**src/rtl/mlp_seq_ctrl.sv**
```systemverilog
// mlp_seq_ctrl: loads MLP weights/biases from a byte stream, then sequences inference
// requests through a slow combinational datapath with a fixed settle window.
`default_nettype none

module mlp_seq_ctrl #(
   parameter int IN_W       = 32,
   parameter int W_W        = 264,
   parameter int B_W        = 72,
   parameter int OUT_W      = 2,
   parameter int SETTLE_CYC = 4
) (
   input  logic             clk,
   input  logic             rst_n,
   input  logic             cfg_valid,
   output logic             cfg_ready,
   input  logic [7:0]       cfg_data,
   input  logic             cfg_clear,
   output logic             param_loaded,
   input  logic             in_valid,
   output logic             in_ready,
   input  logic [IN_W-1:0]  in_data,
   output logic             out_valid,
   input  logic             out_ready,
   output logic [OUT_W-1:0] out_class,
   output logic             busy,
   output logic [IN_W-1:0]  mlp_inp,
   output logic [W_W-1:0]   mlp_weights,
   output logic [B_W-1:0]   mlp_biases,
   input  logic [OUT_W-1:0] mlp_out
);

   localparam int P_W    = W_W + B_W;
   localparam int NBYTES = P_W / 8;
   localparam int BC_W   = (NBYTES > 1) ? $clog2(NBYTES) : 1;
   localparam int SC_W   = (SETTLE_CYC > 1) ? $clog2(SETTLE_CYC) : 1;

   typedef enum logic [1:0] {
      EMPTY = 2'd0,
      IDLE  = 2'd1,
      EVAL  = 2'd2,
      DONE  = 2'd3
   } state_t;

   state_t          state;
   logic [BC_W-1:0] bcnt;
   logic [SC_W-1:0] scnt;
   logic [P_W-1:0]  param_img;

   // Handshake flags depend on the state register only, never on inputs.
   assign cfg_ready   = (state == EMPTY);
   assign in_ready    = (state == IDLE);
   assign out_valid   = (state == DONE);
   assign busy        = (state == EVAL) || (state == DONE);
   assign mlp_weights = param_img[W_W-1:0];
   assign mlp_biases  = param_img[P_W-1:W_W];

   always_ff @(posedge clk or negedge rst_n) begin
      if (!rst_n) begin
         state        <= EMPTY;
         bcnt         <= '0;
         scnt         <= '0;
         param_img    <= '0;
         mlp_inp      <= '0;
         out_class    <= '0;
         param_loaded <= 1'b0;
      end else begin
         case (state)
            EMPTY: begin
               if (cfg_valid) begin
                  param_img[{bcnt, 3'b000} +: 8] <= cfg_data;
                  if (bcnt == BC_W'(NBYTES - 1)) begin
                     bcnt         <= '0;
                     param_loaded <= 1'b1;
                     state        <= IDLE;
                  end else begin
                     bcnt <= bcnt + 1'b1;
                  end
               end
            end
            IDLE: begin
               // A clear request takes priority over a coincident inference request.
               if (cfg_clear) begin
                  param_loaded <= 1'b0;
                  bcnt         <= '0;
                  state        <= EMPTY;
               end else if (in_valid) begin
                  mlp_inp <= in_data;
                  scnt    <= SC_W'(SETTLE_CYC - 1);
                  state   <= EVAL;
               end
            end
            EVAL: begin
               if (scnt == '0) begin
                  out_class <= mlp_out;
                  state     <= DONE;
               end else begin
                  scnt <= scnt - 1'b1;
               end
            end
            DONE: begin
               if (out_ready) begin
                  state <= IDLE;
               end
            end
            default: state <= EMPTY;
         endcase
      end
   end

endmodule

`default_nettype wire

```
**config.mk**
```make
export PLATFORM = sky130hd
export DESIGN_NAME = mlp_seq_ctrl
export DESIGN_NICKNAME = d
export VERILOG_FILES = /design/src/rtl/mlp_seq_ctrl.sv
export SDC_FILE = /design/constraint.sdc
export NUM_CORES = 1
export LEC_CHECK = 0
export ABC_AREA = 1
export CAP_MARGIN = 30
export CORE_UTILIZATION = 49
export DETAILED_ROUTE_END_ITERATION = 8
export PLACE_DENSITY = 0.91
export RECOVER_POWER = 100
export SETUP_SLACK_MARGIN = 0.5
export SLEW_MARGIN = 10
export SYNTH_ARGS = -nofsm -noshare
export SYNTH_HDL_FRONTEND = slang
export SYNTH_SLANG_ARGS = --single-unit
```
**constraint.sdc**
```tcl
create_clock -name clk -period 3.67 [get_ports clk]
set_input_delay 0.734 -clock clk [delete_from_list [all_inputs] [get_ports clk]]
set_output_delay 0.734 -clock clk [all_outputs]
set_load 0.005 [all_outputs]
```
# [Word level (Yosys, flattened, before mapping)]
# Index checks and enable logic that the tools add are counted.
[totals] out_inout_bits=375 regBits=381 input_bits=48
[op_classes] eq_ne=13 n_shift=2 muxes=20 reduce_logical=12 bitwise=1 addsub=3
[ops] cell="$bwmux 336" count=1
[ops] cell="$shift 8x11->336 const A" count=1
[ops] cell="$shiftx 8x11->336" count=1
[ops] cell="$mux 2" count=9
[ops] cell="$mux 6" count=3
[ops] cell="$pmux 6 s2" count=1
[ops] cell="$neg 9->11" count=1
[ops] cell="$ne 2x2->1 const B" count=5
[ops] cell="$pmux 2 s4" count=1
[ops] cell="$reduce_and 4->1" count=2
[ops] cell="$add 6x1->6 const B" count=1
[ops] cell="$eq 6x6->1 const B" count=1
[ops] cell="$ne 2x1->1 const B" count=3
[ops] cell="$reduce_and 3->1" count=2
[ops] cell="$reduce_and 5->1" count=1
[ops] cell="$eq 2x2->1 const B" count=2
[ops] cell="$logic_not 2->1" count=2
[ops] cell="$pmux 2 s2" count=1
[ops] cell="$reduce_and 2->1" count=2
[ops] cell="$reduce_bool 2->1" count=2
[ops] cell="$mux 1" count=3
[ops] cell="$ne 3x3->1 const B" count=1
[ops] cell="$eq 2x1->1 const B" count=1
[ops] cell="$pmux 1 s2" count=1
[ops] cell="3 further kinds" count=3

# [Longest topological paths before layout]
# Gate-level depths: netlist of the first run.
[depth] depth_word=4 depth_mapped=17 depth_no_buf=13

# [Worst setup path before layout of the first run]
# No wires, ideal clock.
[synth_path] kind="reg-to-reg" start="reg bcnt[0]" end="reg param_img[137]" path_slack_ns=0.948 required_ns=3.553 t_arrival_ns=2.605 path_stages_with_launch=18 path_buffers=4 cell_sequence="dfrtp_1 -> buf_4 -> inv_2 -> buf_2 -> buf_1 -> ha_1 -> inv_1 -> nor2_1 -> nand2_1 -> nand2_2 -> inv_2 -> nor2_8 -> nand2_4 -> inv_2 -> buf_6 -> nand2_2 -> nand2_1 -> nand2_1"
[synth_via] elab_chain_len=3 word_cells_on_any_way=4
[synth_lines] item="from (decl)" line="45" source="logic [BC_W-1:0] bcnt;"
[synth_lines] item="from (signal assigned)" line="76" source="bcnt <= bcnt + 1'b1;"
[synth_lines] item="$neg 9->11 (*)" line="70" source="param_img[{bcnt, 3'b000} +: 8] <= cfg_data;"
[synth_lines] item="$shiftx 8x11->336 / $shift 8x11->336 (equally long branches)" line="70"
[synth_lines] item="$bwmux 336 (*)" line="70"
[synth_lines] item="to (signal, indexed assignment)" line="70"
[synth_lines] item="to (decl)" line="47" source="logic [P_W-1:0] param_img;"
# Every way passes the cells marked *; elsewhere a longest branch is shown, timed or not.
# A chain may end at the register's enable or synchronous reset.

# [Worst setup path in the final report of the first run]
[layout_path] start="reg bcnt[0]" end="reg param_img[159]"
# The elaborated chain is that of the path after synthesis.

==> run summary, run 1 <==
The number of I/O port buffers came out at 422. The chip height was 185 um. The number of synthesized register bits is 381, and the fraction of power consumed by sequential logic is 35.1%. 0 antenna diodes ended up in the layout.

The critical path ends at param_img[159]$_DFFE_PN0P_. For the CTS H-tree depth, the log shows 2. nand2_1 is the most common cell in the netlist. In this run, the clock network consumes 24.2% of the power. The die is 185 um wide.

The biggest area contributor in the post-synthesis netlist is dfrtp_1. The run gives 549 uV as the worst supply voltage drop on vdd. At the pin with the least slew margin, the transition time is 2.10 ns. The post-DP HPWL is 41,900 um, and the setup TNS after final layout is 0 ns. Aggregate global-route resource usage: 35.2%.

TritonCTS built the clock tree. STA classifies the critical path startpoint as a register. The logs give 1 for the number of antenna violations at the first check in global routing and 2,384 for the final net count.

In this run the deepest clock path goes through 3 buffers. The multi-input combinational cell area is 0.00601 mm^2. Relative to the synthesized area, the layout overhead comes to 37.2%. The tools report the origin of the critical flop-to-flop path as bcnt[0]$_DFFE_PN0P_. Fill cells in the final layout number 2,435.

The most used flip-flop cell after synthesis is dfrtp_1. The number of core rows is 66. The logs give 0 for the final global-route overflow total and 91,100 um for the wire length of the first global-routing pass. Yosys attributes the largest share of cell area to dfrtp_1, nand2_1, o21ai_0, nor2_1, nand4_1. The tools report the first-iteration detailed-routing DRC count as 1,632. For this design the ratio of total power to cell area is 792 mW/mm^2. The tree built by TritonCTS fans out to 381 sinks.

The critical register-to-register path endpoint was param_img[159]$_DFFE_PN0P_. For this run, the number of Yosys warnings is 0. Data on the critical path arrives at its endpoint at 3.65 ns. Routability-driven placement finished with a final weighted congestion of 0.902. In this run, distinct cell masters in the synthesized netlist total 32. The critical path is of the reg2reg type.

The run gives 0.0341 mm^2 as the full die area. The initial utilization of the core area, before any placement, comes to 50.0%. The proportion of layout cells with a drive suffix above 1 was 7.17%.

The final reports fail on capacitance limit, slew limit. For the worst endpoint required time, the log shows 4.06 ns. The final hold violation count was 0. The root buffer cell chosen for the clock tree is clkbuf_16.

The tools report the final number of max-transition violations as 110. Setup repair after global routing could not meet its margin everywhere. Summed over its instances, the top area cell type makes up 58.3% of the synthesized netlist area.

The total of endpoints with negative setup slack in the final report was 0; the post-synth net total was 1,962. The logs give 0.41 ns for the setup slack on the worst flop-to-flop path and 99 for the maximum number of pins on one net before global-route repair. Net switching is 39.2% of the power. The worst-path maximum fanout was 20; the final critical-path required period was 3.26 ns. The total wire length after detailed routing was 59,500 um.

The worst hold path belongs to the class reg2reg. For this design the top-level I/O count stands at 423. The run gives 12.0 nW as the leakage power of the design. The switching power is 0.00697 W, and the design internal power is 0.0108 W. Launching element of the worst setup path: bcnt[0]$_DFFE_PN0P_. For this run, the detailed router's first-pass iteration total came to 8. The cell area that synthesis handed to floorplanning was 0.0164 mm^2.

The via total after detailed routing came out at 15,750. The post-detailed-route count of antenna-violating nets was 0; the routed length per instance was 21.2 um. Buffers inserted during clock tree synthesis total 40.

The relative max-transition margin was -39.8%. For this run, design rule violations remaining after detail routing come to 0. The count of flip-flops with a built-in enable after synthesis was 0; the cell depth of the worst flop-to-flop path was 13. The share of the Yosys chip area taken by registers is 58.3%. The combinational share of power is 40.7%, and the register cell area after layout is 0.00953 mm^2.

In the synthesized netlist, the number of instances is 1,903. The mean number of vias per cell was 5.63; the setup clock skew after layout was 0.0174 ns. The tool flagged a number of max-cap violations equal to 2. In the finished design, the share of the clock period the worst path needs comes to 88.8%.

For the number of global-route vias before repair, the log shows 15,935. Based on the critical path, the design can be clocked at up to 307 MHz. The flow ran to the end, but the final reports show violations.

Ranked by instance count, the synthesized netlist is headed by nand2_1, dfrtp_1, nor2_1. Clock-pin slew was measured on the worst setup and hold paths at 0.06 ns. The tightest hold path in the finished design has a slack of 0.474 ns. The type of element capturing the critical path was a register. Share of flip-flops with an asynchronous set or reset after synthesis: 100%. The tools report the total of hold buffers inserted after clock tree synthesis as 0. In this run the mean area of a mapped cell was 8.60 um^2.

At the later pin of the worst-skew pair, clock insertion delay measures 0.53 ns. The core region is 0.0327 mm^2.
[flip-flops by register name, summed over array words and instances, names as in the netlist]
name and flops:
param_img 336, mlp_inp 32, bcnt 6, out_class 2
scnt 2, state 2, param_loaded 1
[per-stage QoR]
stage | power, W | utilization (%) | instance area (um^2) | setup WS (ns) | std cells
after floorplan | 0.00961 | - | 16400 | 0.948 | 1903
after global placement | 0.0135 | 64.5 | 21100 | 0.584 | 2722
after detailed placement | 0.0138 | 64.5 | 21100 | 0.458 | 2722
after CTS | 0.0182 | 68.8 | 22500 | 0.504 | 2796
after global routing | 0.0186 | 68.6 | 22400 | 0.230 | 2799
final | 0.0178 | 68.6 | 22400 | 0.411 | 2799
[how the worst min path moves through the flow]
stage / startpoint / cells past startpoint / slack, ns / to
finish: param_img[149]$_DFFE_PN0P_ / 2 / 0.47 / param_img[149]$_DFFE_PN0P_
detailed placement: param_img[160]$_DFFE_PN0P_ / 2 / 0.46 / param_img[160]$_DFFE_PN0P_
global placement: param_img[186]$_DFFE_PN0P_ / 2 / 0.46 / param_img[186]$_DFFE_PN0P_
floorplan: rst_n / 0 / 0.44 / bcnt[0]$_DFFE_PN0P_
CTS: rst_n / 1 / 0.22 / mlp_inp[26]$_DFFE_PN0P_
global route: param_img[168]$_DFFE_PN0P_ / 2 / 0.49 / param_img[168]$_DFFE_PN0P_
[repair_timing]
action | 4_1_cts | 5_1_grt
pin swaps | 0 | 1
setup buffers | 0 | 3
gates resized for setup | 1 | 8
cloned | 0 | 0
endpoints found under the setup margin | 17 | 97
[metal layers]
layer | up-vias | part of all wire, % | wire, um | global-route usage (%)
met5 | - | 0.018 | 11 | 0
met4 | 2 | 5.1 | 3030 | 16.7
met3 | 235 | 11 | 6350 | 9.52
met2 | 1013 | 48 | 28500 | 58.5
met1 | 7609 | 36 | 21500 | 42.6
li1 | 6891 | - | - | -
[power groups by stage]
stage | logic [W] | clock network, W | registers (W)
6_report | 0.00724 | 0.00430 | 0.00624
3_3_place_gp | 0.00724 | 0 | 0.00624
5_1_grt | 0.00777 | 0.00450 | 0.00635
2_1_floorplan | 0.00342 | 0 | 0.00619
3_5_place_dp | 0.00748 | 0 | 0.00629
4_1_cts | 0.00759 | 0.00432 | 0.00626
[layout by cell type, fill, tap and decap left out, drive strengths merged, types with 3 or more instances in the layout]
| cell type | count |
|---|---|
| nand2 | 827 |
| dfrtp | 381 |
| dlygate4sd3 | 375 |
| nor2 | 143 |
| o21ai | 124 |
| inv | 100 |
| nand4 | 74 |
| nand3 | 73 |
| clkbuf | 59 |
| clkdlybuf4s50 | 46 |
| buf | 38 |
| nor3 | 33 |
| mux2 | 32 |
| clkinv | 18 |
| ha | 11 |
| bufinv | 6 |
| xor2 | 4 |
| o22ai | 3 |
| a21oi | 3 |
[final cells by class]
class / count / area share (%)
well taps: 442 / 2.46
clock buffers: 51 / 4.92
inverters: 103 / 1.74
flip-flops and latches: 381 / 42.5
repair buffers: 467 / 20.3
multi-input cells: 1332 / 26.8
clock inverters: 23 / 1.30
[kinds of logic after synthesis]
logic type,synth area share [%]
buffers and inverters,5.03
AND/OR/NAND/NOR,29.2
flip-flops,58.3
multiplexers,2.20
adder cells (fa/ha/maj),0.841
AO/OA/AOI/OAI,4.12
XOR/XNOR,0.375
[critical path, stage by stage, from the launching register on]
cell and delay (ns):
dfrtp_1 0.59, inv_1 0.11, buf_4 0.23, nand2_4 0.15, inv_2 0.05, nand2_1 0.22, nand2_4 0.22, nor2_8 0.15
nand2_4 0.05, inv_1 0.65, clkbuf_1 0.22, nand2_1 0.25, nand2_1 0.17, nand2_1 0.07
Note: power is estimated with default switching activity, not from simulation.
==> inputs of run 2 (changes only) <==
--- a/config.mk
+++ b/config.mk
@@ -12,7 +12,6 @@
 export PLACE_DENSITY = 0.91
 export RECOVER_POWER = 100
 export SETUP_SLACK_MARGIN = 0.5
-export SLEW_MARGIN = 10
 export SYNTH_ARGS = -nofsm -noshare
 export SYNTH_HDL_FRONTEND = slang
 export SYNTH_SLANG_ARGS = --single-unit
==> results of run 2 <==
Same layout as run 1: the final DEF is identical, and so are final timing and power.
